--- config.mk ---
export PLATFORM = sky130hd
export DESIGN_NAME = galaga_shot_sched
export DESIGN_NICKNAME = d
export VERILOG_FILES = /design/src/rtl/galaga_shot_sched_pkg.sv /design/src/rtl/galaga_shot_sched_fire_latch.sv /design/src/rtl/galaga_shot_sched.sv
export SDC_FILE = /design/constraint.sdc
export NUM_CORES = 1
export LEC_CHECK = 0
export CAP_MARGIN = 20
export CORE_MARGIN = 3
export CORE_UTILIZATION = 55
export CTS_CLUSTER_SIZE = 25
export DETAILED_ROUTE_END_ITERATION = 7
export PLACE_DENSITY = 0.81
export SYNTH_ARGS = -nofsm -noshare
export SYNTH_HDL_FRONTEND = slang
export SYNTH_SLANG_ARGS = --single-unit
--- constraint.sdc ---
create_clock -name CLK -period 4.5 [get_ports CLK]
set_clock_uncertainty 0.2 [all_clocks]
set_input_delay 0.9 -clock CLK [delete_from_list [all_inputs] [get_ports CLK]]
set_output_delay 0.9 -clock CLK [all_outputs]
set_load 0.005 [all_outputs]
--- src/rtl/galaga_shot_sched_pkg.sv ---
// Shared types and encodings for the two-ship shot scheduler.
package galaga_shot_sched_pkg;

   localparam int unsigned CNT_W  = 4;
   localparam int unsigned LIFE_W = 3;

   typedef enum logic [2:0] {
      ST_IDLE,
      ST_READY,
      ST_FLIGHT,
      ST_RESOLVE,
      ST_COOL,
      ST_OVER
   } state_e;

   localparam logic [1:0] POS_C   = 2'b00;
   localparam logic [1:0] POS_L   = 2'b01;
   localparam logic [1:0] POS_R   = 2'b10;
   localparam logic [1:0] POS_INV = 2'b11;

   localparam logic [1:0] WIN_NONE = 2'b00;
   localparam logic [1:0] WIN_S1   = 2'b01;
   localparam logic [1:0] WIN_S2   = 2'b10;

   // Aligned only when both positions agree and neither is the invalid code.
   function automatic logic pos_match(input logic [1:0] a, input logic [1:0] b);
      return (a == b) && (a != POS_INV);
   endfunction

endpackage

--- src/rtl/galaga_shot_sched_fire_latch.sv ---
// Fire-button rising-edge detector with a single pending flag per ship.
module fire_latch (
   input  logic clk,
   input  logic rst,
   input  logic fire,
   input  logic en,
   input  logic clr,
   output logic pending
);

   logic fire_q;
   logic pend_q;
   logic pend_d;

   // Clear wins over a coincident edge; extra edges while pending are dropped.
   always_comb begin
      pend_d = pend_q;
      if (!en || clr) begin
         pend_d = 1'b0;
      end else if (fire && !fire_q) begin
         pend_d = 1'b1;
      end
   end

   always_ff @(posedge clk or posedge rst) begin
      if (rst) begin
         fire_q <= 1'b0;
         pend_q <= 1'b0;
      end else begin
         fire_q <= fire;
         pend_q <= pend_d;
      end
   end

   assign pending = pend_q;

endmodule

--- src/rtl/galaga_shot_sched.sv ---
// Round sequencer: round-robin fire arbitration, shot flight timing,
// hit resolution against armor/lives, and winner declaration.
module galaga_shot_sched
   import galaga_shot_sched_pkg::*;
#(
   parameter int unsigned SHOT_CYCLES = 4,
   parameter int unsigned COOLDOWN    = 2,
   parameter int unsigned LIVES       = 3
) (
   input  logic       CLK,
   input  logic       RST,
   input  logic       START,
   input  logic       ARM_EN,
   input  logic       FIRE1,
   input  logic       FIRE2,
   input  logic [1:0] POS1,
   input  logic [1:0] POS2,
   output logic       SHOT1,
   output logic       SHOT2,
   output logic       HIT1,
   output logic       HIT2,
   output logic       A1,
   output logic       A2,
   output logic [2:0] P1,
   output logic [2:0] P2,
   output logic       DONE,
   output logic [1:0] WIN
);

   state_e              state_q, state_d;
   logic [CNT_W-1:0]    cnt_q, cnt_d;
   logic                ptr_q, ptr_d;          // 0 = ship 1 has priority
   logic                shooter_q, shooter_d;  // 0 = ship 1 is shooting
   logic [1:0]          spos_q, spos_d;
   logic                shot1_q, shot1_d, shot2_q, shot2_d;
   logic                hit1_q, hit1_d, hit2_q, hit2_d;
   logic                a1_q, a1_d, a2_q, a2_d;
   logic [LIFE_W-1:0]   p1_q, p1_d, p2_q, p2_d;
   logic                done_q, done_d;
   logic [1:0]          win_q, win_d;

   logic                pend1, pend2;
   logic                grant1_c, grant2_c;
   logic                fire_en_c;
   logic [1:0]          tgt_pos_c;
   logic                hit_c;
   logic                lose_c;

   assign fire_en_c = (state_q != ST_IDLE) && (state_q != ST_OVER);
   assign tgt_pos_c = shooter_q ? POS1 : POS2;
   assign hit_c     = pos_match(spos_q, tgt_pos_c);
   assign lose_c    = hit_c && (shooter_q ? (!a1_q && (p1_q <= LIFE_W'(1)))
                                          : (!a2_q && (p2_q <= LIFE_W'(1))));

   fire_latch u_fire1 (
      .clk     (CLK),
      .rst     (RST),
      .fire    (FIRE1),
      .en      (fire_en_c),
      .clr     (grant1_c),
      .pending (pend1)
   );

   fire_latch u_fire2 (
      .clk     (CLK),
      .rst     (RST),
      .fire    (FIRE2),
      .en      (fire_en_c),
      .clr     (grant2_c),
      .pending (pend2)
   );

   always_comb begin
      state_d   = state_q;
      cnt_d     = cnt_q;
      ptr_d     = ptr_q;
      shooter_d = shooter_q;
      spos_d    = spos_q;
      shot1_d   = shot1_q;
      shot2_d   = shot2_q;
      hit1_d    = 1'b0;
      hit2_d    = 1'b0;
      a1_d      = a1_q;
      a2_d      = a2_q;
      p1_d      = p1_q;
      p2_d      = p2_q;
      done_d    = done_q;
      win_d     = win_q;
      grant1_c  = 1'b0;
      grant2_c  = 1'b0;

      case (state_q)
         ST_IDLE, ST_OVER: begin
            if (START) begin
               p1_d    = LIFE_W'(LIVES);
               p2_d    = LIFE_W'(LIVES);
               a1_d    = ARM_EN;
               a2_d    = ARM_EN;
               ptr_d   = 1'b0;
               done_d  = 1'b0;
               win_d   = WIN_NONE;
               state_d = ST_READY;
            end
         end
         ST_READY: begin
            // Pointer only matters when both ships are pending.
            if (pend1 && (!pend2 || !ptr_q)) begin
               grant1_c = 1'b1;
            end else if (pend2) begin
               grant2_c = 1'b1;
            end
            if (grant1_c || grant2_c) begin
               shooter_d = grant2_c;
               spos_d    = grant2_c ? POS2 : POS1;
               shot1_d   = grant1_c;
               shot2_d   = grant2_c;
               ptr_d     = !grant2_c;
               cnt_d     = CNT_W'(SHOT_CYCLES - 1);
               state_d   = ST_FLIGHT;
            end
         end
         ST_FLIGHT: begin
            if (cnt_q == '0) begin
               state_d = ST_RESOLVE;
            end else begin
               cnt_d = cnt_q - CNT_W'(1);
            end
         end
         ST_RESOLVE: begin
            shot1_d = 1'b0;
            shot2_d = 1'b0;
            if (hit_c && !shooter_q) begin
               hit2_d = 1'b1;
               if (a2_q)                  a2_d = 1'b0;
               else if (p2_q != '0)       p2_d = p2_q - LIFE_W'(1);
            end
            if (hit_c && shooter_q) begin
               hit1_d = 1'b1;
               if (a1_q)                  a1_d = 1'b0;
               else if (p1_q != '0)       p1_d = p1_q - LIFE_W'(1);
            end
            if (lose_c) begin
               done_d  = 1'b1;
               win_d   = shooter_q ? WIN_S2 : WIN_S1;
               state_d = ST_OVER;
            end else if (COOLDOWN == 0) begin
               state_d = ST_READY;
            end else begin
               cnt_d   = CNT_W'(COOLDOWN);
               state_d = ST_COOL;
            end
         end
         ST_COOL: begin
            // Leave after exactly COOLDOWN cycles here.
            if (cnt_q <= CNT_W'(1)) begin
               cnt_d   = '0;
               state_d = ST_READY;
            end else begin
               cnt_d = cnt_q - CNT_W'(1);
            end
         end
         default: state_d = ST_IDLE;
      endcase
   end

   always_ff @(posedge CLK or posedge RST) begin
      if (RST) begin
         state_q   <= ST_IDLE;
         cnt_q     <= '0;
         ptr_q     <= 1'b0;
         shooter_q <= 1'b0;
         spos_q    <= '0;
         shot1_q   <= 1'b0;
         shot2_q   <= 1'b0;
         hit1_q    <= 1'b0;
         hit2_q    <= 1'b0;
         a1_q      <= 1'b0;
         a2_q      <= 1'b0;
         p1_q      <= '0;
         p2_q      <= '0;
         done_q    <= 1'b0;
         win_q     <= WIN_NONE;
      end else begin
         state_q   <= state_d;
         cnt_q     <= cnt_d;
         ptr_q     <= ptr_d;
         shooter_q <= shooter_d;
         spos_q    <= spos_d;
         shot1_q   <= shot1_d;
         shot2_q   <= shot2_d;
         hit1_q    <= hit1_d;
         hit2_q    <= hit2_d;
         a1_q      <= a1_d;
         a2_q      <= a2_d;
         p1_q      <= p1_d;
         p2_q      <= p2_d;
         done_q    <= done_d;
         win_q     <= win_d;
      end
   end

   assign SHOT1 = shot1_q;
   assign SHOT2 = shot2_q;
   assign HIT1  = hit1_q;
   assign HIT2  = hit2_q;
   assign A1    = a1_q;
   assign A2    = a2_q;
   assign P1    = p1_q;
   assign P2    = p2_q;
   assign DONE  = done_q;
   assign WIN   = win_q;

endmodule

# Yosys cells after proc, flatten, opt, wreduce, memory -nomap -nowiden
# Cells that the tools add are included.
# Widths: inputs -> output; s select.
[word_totals]
out_inout_bits = 15
reg_bits = 30
elab_cells = 147
inputBits = 10
[op_classes]
addsub = 3
n_lt_le_gt_ge = 3
n_reduce_logical = 45
mux = 56
eq_ne = 21
[op_table]
columns = ["cell", "n"]
rows = [
  ["$mux 3", 11],
  ["$ne 2x2->1 const B", 14],
  ["$mux 1", 25],
  ["$mux 4", 4],
  ["$pmux 4 s4", 1],
  ["$pmux 3 s5", 1],
  ["$pmux 1 s2", 6],
  ["$pmux 3 s2", 2],
  ["$reduce_and 3->1", 4],
  ["$logic_and 1x1->1", 10],
  ["$mux 2", 5],
  ["$reduce_and 5->1", 2],
  ["$reduce_bool 2->1", 5],
  ["$logic_not 1->1", 9],
  ["$reduce_bool 3->1", 3],
  ["$reduce_and 4->1", 2],
  ["$eq 3x2->1 const B", 2],
  ["$eq 3x3->1 const B", 2],
  ["$le 3x1->1 const B", 2],
  ["$sub 3x1->3 const B", 2],
  ["$le 4x1->1 const B", 1],
  ["$logic_not 4->1", 1],
  ["$logic_or 1x1->1", 4],
  ["$pmux 2 s2", 1],
  ["other kinds (8)", 9],
]

# Logic depth before layout (Yosys ltp)
# Gate-level depths: netlist of the first run.
[logic_depth]
depth_word = 8
ltp_mapped = 7
mapped_depth_nobuf = 7

# Cells and area by module
# A second synthesis of the first run with hierarchy kept.
[unflattened]
hier_cells = 186
hier_area_um2 = 1765.4
[modules_own_cells]
columns = ["mod", "area_per_inst_um2", "instances", "seq_area_each_um2", "cells_per_inst"]
rows = [
  ["galaga_shot_sched", 1617.8, 1, 650.6, 174],
  ["fire_latch", 73.8, 2, 50.0, 6],
]

# Least setup slack after synthesis of the first run
# Ideal clock, no wire load.
[synth_timing]
kind = "input port to flip-flop"
from = "in POS1[0]"
to = "reg cnt_q[0]"
t_arrival_ns = 1.889
setup_time_ns = 0.128
path_stages = 5
required_time_ns = 4.172
path_slack_ns = 2.284
path_buffers = 0
cell_sequence = "mux2i_1 -> mux2i_1 -> and4_2 -> nor2b_2 -> mux2_1"
[synth_between]
elab_chain_cells = 6
[synth_lines]
columns = ["element", "line_no", "text"]
rows = [
  ["start, declared", "galaga_shot_sched.sv:16", "input logic [1:0] POS1,"],
  ["$mux 2", "galaga_shot_sched.sv:50", "assign tgt_pos_c = shooter_q ? POS1 : POS2;"],
  ["$eq 2x2->1", "galaga_shot_sched_pkg.sv:27", "return (a == b) && (a != POS_INV);"],
  ["$logic_and 1x1->1", "galaga_shot_sched_pkg.sv:27", ""],
  ["$logic_and 1x1->1", "galaga_shot_sched.sv:52", "assign lose_c = hit_c && (shooter_q ? (!a1_q && (p1_q <= LIFE_W'(1)))"],
  ["$ne 2x2->1 (no line)", "n/a", ""],
  ["$reduce_and 4->1 (no line)", "n/a", ""],
  ["end signal, assigned", "galaga_shot_sched.sv:185", "cnt_q <= cnt_d;"],
  ["end, declared", "galaga_shot_sched.sv:31", "logic [CNT_W-1:0] cnt_q, cnt_d;"],
]
# Every way passes these cells.
# A chain may end at the register's enable or synchronous reset.

# Final worst setup path of the first run
[layout_timing]
from = "in POS1[0]"
to = "reg p1_q[2], in the netlist P1[2]"
[layout_between]
elab_chain_cells = 6
[layout_lines]
columns = ["element", "line_no", "text"]
rows = [
  ["$mux 2", "galaga_shot_sched.sv:50", ""],
  ["$eq 2x2->1", "galaga_shot_sched_pkg.sv:27", ""],
  ["$logic_and 1x1->1", "galaga_shot_sched_pkg.sv:27", ""],
  ["$logic_and 1x1->1", "galaga_shot_sched.sv:137", "if (hit_c && shooter_q) begin"],
  ["$ne 2x2->1 (no line)", "n/a", ""],
  ["$reduce_and 5->1 (no line)", "n/a", ""],
  ["end signal, assigned", "galaga_shot_sched.sv:195", "p1_q <= p1_d;"],
  ["end, declared", "galaga_shot_sched.sv:38", "logic [LIFE_W-1:0] p1_q, p1_d, p2_q, p2_d;"],
]
# Every way passes these cells.

==> results by group, run 1 <==
Synth
  • Synth Area in Simple Gates: 16.9%
  • Top cells by area, synth: dfrtp_1, ha_1, inv_1
  • Total of warnings raised by yosys: 0
  • FFs w/ async S/R, synth: 100%
  • Complex-gate fraction of the synthesized area: 20.8%
  • FF+latch count, synth: 30
  • Post-synthesis xor/xnor area fraction: 0.516%
  • Synthesized area: 0.00170 mm²
  • Largest family of logic cells by synthesized area: compound AO/OA/AOI/OAI gates
  • Yosys top cell by area: dfrtp_1
  • Mux cell area share after synthesis: 4.79%
  • Adder-cell share of the synthesized area: 5.90%
  • Synth top area share: 44.2%
  • Netlist cell types: 45
  • Sequential fraction of the synthesis area: 44.2%
  • Synth Flop Type: dfrtp_1
  • Mapped Nets: 196
  • Post-synth top cells: dfrtp_1, inv_1, nor2_1, nand2_1
  • Most common cell in the netlist: dfrtp_1
  • EDFF count, synth: 0
  • Mean Syn Cell Area: 9.53 µm²
  • Post-synthesis cell count: 178

Place
  • Post-DP HPWL: 2.60 mm
  • # port buffers: 24
  • Gpl congestion: 0.911

Clock network
  • CTS-repair resized insts: 0
  • Clock Tree Buf Depth: 2
  • Clk slew on worst S/H paths: 90 ps
  • CTS tree: built
  • Post-CTS setup buffers: 0
  • Worst skew pair latency: 340 ps
  • Clock sink count: 30
  • CTS Buf Count: 5
  • Post-CTS Hold Buffers: 0
  • Clock Tree Root: clkbuf_4
  • H-tree lvl count: 2

Global routing
  • First-pass GRT wire length: 5.99 mm
  • Total track usage: 21.4%
  • Congestion Overflow GR: 0
  • Vias in the first global route: 1351
  • Largest net degree at the start of global routing: 31
  • Initial antenna violation count: 0

Floorplanning
  • Die ar.: 0.00379 mm²
  • Starting Density: 59.5%
  • Die height: 61.5 µm
  • Number of core rows: 19
  • I/O Pins: 25
  • Core area: 0.00285 mm²
  • Die Width: 61.5 µm

STA
  • Minimum clock period: 2490 ps
  • RSZ-0062 raised after global routing: false
  • Setup violators final: 0
  • Final TNS setup: 0 ps
  • Least-Margin Pin Slew: 597 ps
  • Period utilization: 55.3%
  • Max Slew Vio Count: 0
  • FMAX: 402 MHz
  • Hold_ws: 319 ps
  • Max transition margin: 59.9%
  • Count of final hold-check violations: 0

Power
  • Combinational group share of total power: 41.9%
  • LEAKAGE: 0.992 nW
  • Cell Int Power: 0.000654 W
  • Net switching power: 0.000446 W
  • Pwr Total: 0.00110 W
  • Sw Share: 40.6%
  • Sequential share of power: 39.7%
  • PwrDens: 538 mW/mm²
  • Clock power frac: 18.3%
  • IR drop worst, VDD: 0.315 mV

Route
  • Post-route DRC: 0
  • Final WL: 3.54 mm
  • DRT Pass-1 Iters: 4
  • Wirelength per Cell: 15.0 µm
  • Via count: 1416
  • Detail Route Antenna Nets: 0
  • Drt first-iter violations: 85
  • Post-DR vias/cell: 6.00

Setup path
  • Critical-path cell list: clkdlybuf4s50_1, mux2i_1, mux2i_1, and2_1, a31oi_1, a22o_1
  • Crit-path max cell delay: 420 ps
  • Worst r2r src: state_q[1]$_DFFE_PP0P_
  • WP data arrival: 2520 ps
  • CP bufs+invs: 1
  • Crit-path slowest cell: clkdlybuf4s50_1
  • Setup crit start kind: input pin
  • Most frequent CP cell: mux2i_1
  • R2R depth: 4
  • Crit path required time: 4530 ps
  • FF-to-FF setup slack: 2270 ps
  • Crit end category: flop
  • CP Max Fanout: 9
  • WS Path Type: input pin to flop
  • Worst path top cell family by delay: multiplexers
  • Worst flop-to-flop path endpoint: cnt_q[0]$_DFFE_PP0P_

Final layout
  • Post-layout util: 71.7%
  • Layout area overhead: 20.5%
  • FILL cells: 208
  • Final #Nets: 222
  • Antenna cells: 0
  • Layout cells sized above 1: 7.32%

Worst hold path
  • Worst Hold End: DONE$_DFFE_PP0P_
  • Worst Hold Depth: 2
  • Hold WC Path Type: flop to flop
  • Worst hold path startpoint: DONE$_DFFE_PP0P_

Run
  • Max-Cap Viols: 0

Outcome
  • Status: finished clean
worst max-delay path by stage:
stage | startpoint | endpoint | slack (ps) | depth (start not counted)
final | POS1[0] | P1[2]$_DFFE_PP0P_ | 2010 | 6
after global placement | START | P2[2]$_DFFE_PP0P_ | 1730 | 5
after global routing | POS1[0] | P1[2]$_DFFE_PP0P_ | 1870 | 6
after detailed placement | POS1[0] | cnt_q[0]$_DFFE_PP0P_ | 1670 | 6
after floorplan | POS1[0] | cnt_q[0]$_DFFE_PP0P_ | 2280 | 5
after CTS | POS1[0] | cnt_q[0]$_DFFE_PP0P_ | 2020 | 6
state kept, by name, summed over array words and instances (netlist names):
name	flops
P2	3
SHOT2	1
u_fire2.pending	1
cnt_q	4
ptr_q	1
SHOT1	1
DONE	1
spos_q	2
state_q	3
u_fire1.fire_q	1
shooter_q	1
HIT1	1
u_fire2.fire_q	1
P1	3
u_fire1.pending	1
WIN	2
A1	1
A2	1
HIT2	1
per-stage QoR:
stage                     instance area [µm²]  setup WS, ps  std cells
after detailed placement                 1940          1670        227
after global placement                   1940          1730        227
after floorplan                          1700          2280        178
final                                    2040          2010        236
after CTS                                2020          2020        235
after global routing                     2040          1870        236
power by group through the flow:
stage | Sequential, W | Clock, W | Combinational, W
global route | 0.000449 | 0.000222 | 0.000510
global placement | 0.000432 | 0 | 0.000437
floorplan | 0.000385 | 0 | 0.000383
finish | 0.000437 | 0.000201 | 0.000461
detailed placement | 0.000437 | 0 | 0.000456
CTS | 0.000432 | 0.000205 | 0.000458
placed cells by master, fill, tap and decap left out, types with 3 or more instances in the layout:
cell type / count
o31ai_1: 4
nor3_1: 5
a22o_1: 5
o21ai_0: 7
a21oi_1: 8
o21ai_1: 3
clkdlybuf4s50_1: 24
and3_1: 6
nand2b_1: 3
nor2_1: 17
mux2i_1: 7
inv_1: 21
a31oi_1: 4
ha_1: 8
clkbuf_8: 3
nand2_1: 10
dfrtp_1: 30
a211oi_1: 3
clkbuf_4: 5
worst reg2reg max path: stages (launching register included):
cell,delay [ps]
dfrtp_1,730
o31ai_1,220
o211ai_1,340
nor2b_2,280
mux2_1,350
layer usage:
metal  vias up  wire length (µm)  track usage (%)
met3         9               182             6.29
met1       684              1670             28.0
met2        39              1610             33.5
met5         -                 0                0
met4         0                80             8.18
li1        684                 -                -
area by class of cell:
type	instances	area [µm²]	area share, %
multi-input combinational	121	830	40.6
clock buffer	8	78.8	3.86
timing repair buffer	25	268	13.1
sequential	30	751	36.7
inverter	21	78.8	3.86
tap	31	38.8	1.90
kinds of logic after synthesis:
logic type / count (synthesis)
simple gates: 54
compound gates: 50
flops: 30
buf+inv: 27
mux: 8
fa+ha+maj: 8
xor+xnor: 1
(Power assumes the default switching activity.)
==> inputs of run 2 (changes only) <==
--- a/config.mk
+++ b/config.mk
@@ -7,10 +7,10 @@
 export LEC_CHECK = 0
 export CAP_MARGIN = 20
 export CORE_MARGIN = 3
-export CORE_UTILIZATION = 55
+export CORE_UTILIZATION = 48
 export CTS_CLUSTER_SIZE = 25
 export DETAILED_ROUTE_END_ITERATION = 7
-export PLACE_DENSITY = 0.81
+export PLACE_DENSITY = 0.75
 export SYNTH_ARGS = -nofsm -noshare
 export SYNTH_HDL_FRONTEND = slang
 export SYNTH_SLANG_ARGS = --single-unit
==> constraint.sdc (replaced) <==
create_clock -name CLK -period 2.1 [get_ports CLK]
set_clock_uncertainty 0.2 [all_clocks]
set_input_delay 0.42 -clock CLK [delete_from_list [all_inputs] [get_ports CLK]]
set_output_delay 0.42 -clock CLK [all_outputs]
set_load 0.005 [all_outputs]
==> results by group, run 2 (synthesis gave the netlist of run 1 again) <==
Outcome
  • Status: finished clean

Final layout
  • Leading cell type in the layout, fill and taps excluded: dfrtp_1
  • Commonest non-fill, non-tap cells in the layout: dfrtp_1, clkdlybuf4s50_1, inv_1
  • Post-layout util: 66.9% (-4.8 points)
  • Antenna cells: 0 (unchanged)
  • Final #Nets: 238 (+7.2%)
  • Layout area overhead: 26.3%
  • Layout cells sized above 1: 14.1% (+6.8 points)
  • Reg area: 752 µm² (+0.17%)
  • FILL cells: 299 (+44%)
  • Most flop-heavy register: cnt_q
  • Multi-input logic area: 843 µm² (+1.7%)
  • Max reg flops: 4 (unchanged)

STA
  • Least-Margin Pin Slew: 488 ps (-109 ps)
  • Final TNS setup: 0 ps (unchanged)
  • Max Slew Vio Count: 0 (unchanged)
  • RSZ-0062 raised after global routing: true
  • Setup WS post-layout: 106 ps (-1910 ps)
  • Count of final hold-check violations: 0 (unchanged)
  • FMAX: 501 MHz
  • Period utilization: 95.0%
  • Minimum clock period: 1990 ps
  • Max transition margin: 67.2% (+7.3 points)
  • Setup violators final: 0 (unchanged)

Setup path
  • Crit path required time: 2130 ps (-2400 ps)
  • Crit end category: flop
  • WP data arrival: 2020 ps (-500 ps)
  • Setup crit start kind: flop
  • WS Path Type: flop to flop
  • Crit-path max cell delay: 370 ps (-50 ps)
  • CP bufs+invs: 1 (unchanged)
  • FF-to-FF setup slack: 110 ps (-2160 ps)
  • Critical-path cell list: inv_1, ha_1, o21bai_1, a22o_1, and4_4, nor2b_4, mux2_1
  • Worst path top cell family by delay: compound AO/OA/AOI/OAI gates
  • Crit-path slowest cell: dfrtp_1
  • CP Max Fanout: 3 (-6)

Route
  • Post-route DRC: 0 (unchanged)
  • Detail Route Antenna Nets: 0 (unchanged)
  • Drt first-iter violations: 64 (-25%)
  • Final WL: 3.77 mm (+6.6%)
  • DRT Pass-1 Iters: 4 (unchanged)
  • Wirelength per Cell: 14.3 µm (-4.7%)
  • Post-DR vias/cell: 5.49 (-8.5%)
  • Via count: 1450 (+2.4%)

Clock network
  • CTS Buf Count: 5 (unchanged)
  • Post-CTS setup buffers: 0 (unchanged)
  • Clock Tree Root: clkbuf_4
  • Clock sink count: 30 (unchanged)
  • CTS-repair resized insts: 0 (unchanged)
  • Post-CTS Hold Buffers: 0 (unchanged)
  • Clock Tree Buf Depth: 2 (unchanged)
  • Clk slew on worst S/H paths: 90 ps (about the same)
  • H-tree lvl count: 2 (unchanged)
  • Worst skew pair latency: 340 ps (about the same)
  • CTS tree: built

Floorplanning
  • Die ar.: 0.00428 mm² (+13%)
  • Die Width: 65.5 µm (+6.4%)
  • Starting Density: 53.0% (-6.5 points)
  • Number of core rows: 20 (+1)
  • Core area: 0.00320 mm² (+12%)
  • Die height: 65.5 µm (+6.4%)
  • I/O Pins: 25 (unchanged)

Power
  • LEAKAGE: 1.05 nW (+5.9%)
  • PwrDens: 1150 mW/mm² (+110%)
  • IR drop worst, VDD: 0.648 mV (+110%)

Global routing
  • Met3 usage: 5.47% (-0.82 points)
  • Routing usage on met2: 34.5% (+1.0 points)
  • Largest net degree at the start of global routing: 31 (unchanged)
  • Congestion Overflow GR: 0 (unchanged)
  • GR peak layer: met2
  • Met1 GRT Util: 24.7% (-3.2 points)
  • First-pass GRT wire length: 6.63 mm (+11%)
  • Total track usage: 20.3% (-1.1 points)
  • Vias in the first global route: 1448 (+7.2%)
  • Initial antenna violation count: 0 (unchanged)

Place
  • # port buffers: 24 (unchanged)
  • Gpl congestion: 0.858 (-5.8%)
  • Place WS: -199 ps (-1870 ps)
  • Post-DP HPWL: 2.82 mm (+8.1%)

Worst hold path
  • Hold WC Path Type: input pin to asynchronous set/reset pin

Run
  • Max-Cap Viols: 0 (unchanged)
[run 2: cell types whose count changed in the layout (fill, tap and decap cells not counted), sizes merged]
cell	delta
buf	+16
clkbuf	-1
[run 2: worst min-delay path: stages]
cell             delay [ps]
clkdlybuf4s50_1         400
inv_1                    60
buf_4                   350
[run 2: final cells by class]
class,count,share of cell area (%)
well taps,44,2.57
clock buffers,7,2.10
inverters,21,3.68
multi-input cells,121,39.4
flip-flops and latches,30,35.1
repair buffers,41,17.2
[run 2: metal layers]
layer  vias up  wire, µm
met2        37      1850
met3         7       182
met5         -         0
met4         0        59
met1       696      1680
li1        710         -
[run 2: power by group]
part,switching [W],internal (W)
registers,0.000158,0.000719
logic,0.000642,0.000615
clock network,0.000195,0.000126
[run 2: path summary, 6_finish.rpt]
path	from	end	depth (start not counted)
setup / recovery	P2[1]$_DFFE_PP0P_	cnt_q[0]$_DFFE_PP0P_	7
hold / removal	RST	HIT2$_DFF_PP0_	3
setup reg to reg	P2[1]$_DFFE_PP0P_	cnt_q[0]$_DFFE_PP0P_	7
hold reg to reg	DONE$_DFFE_PP0P_	DONE$_DFFE_PP0P_	2
max in group asynchronous	RST	shooter_q$_DFFE_PP0P_	3
min in group CLK	DONE$_DFFE_PP0P_	DONE$_DFFE_PP0P_	2
[run 2: stage by stage]
step / total power, W / area, µm² / instances / hold WS [ps]
after floorplan: 0.00165 / 1700 / 178 / 251
after global placement: 0.00205 / 2080 / 257 / 289
after detailed placement: 0.00211 / 2080 / 257 / 287
after CTS: 0.00244 / 2130 / 264 / 277
after global routing: 0.00267 / 2140 / 264 / 285
final: 0.00246 / 2140 / 264 / 265
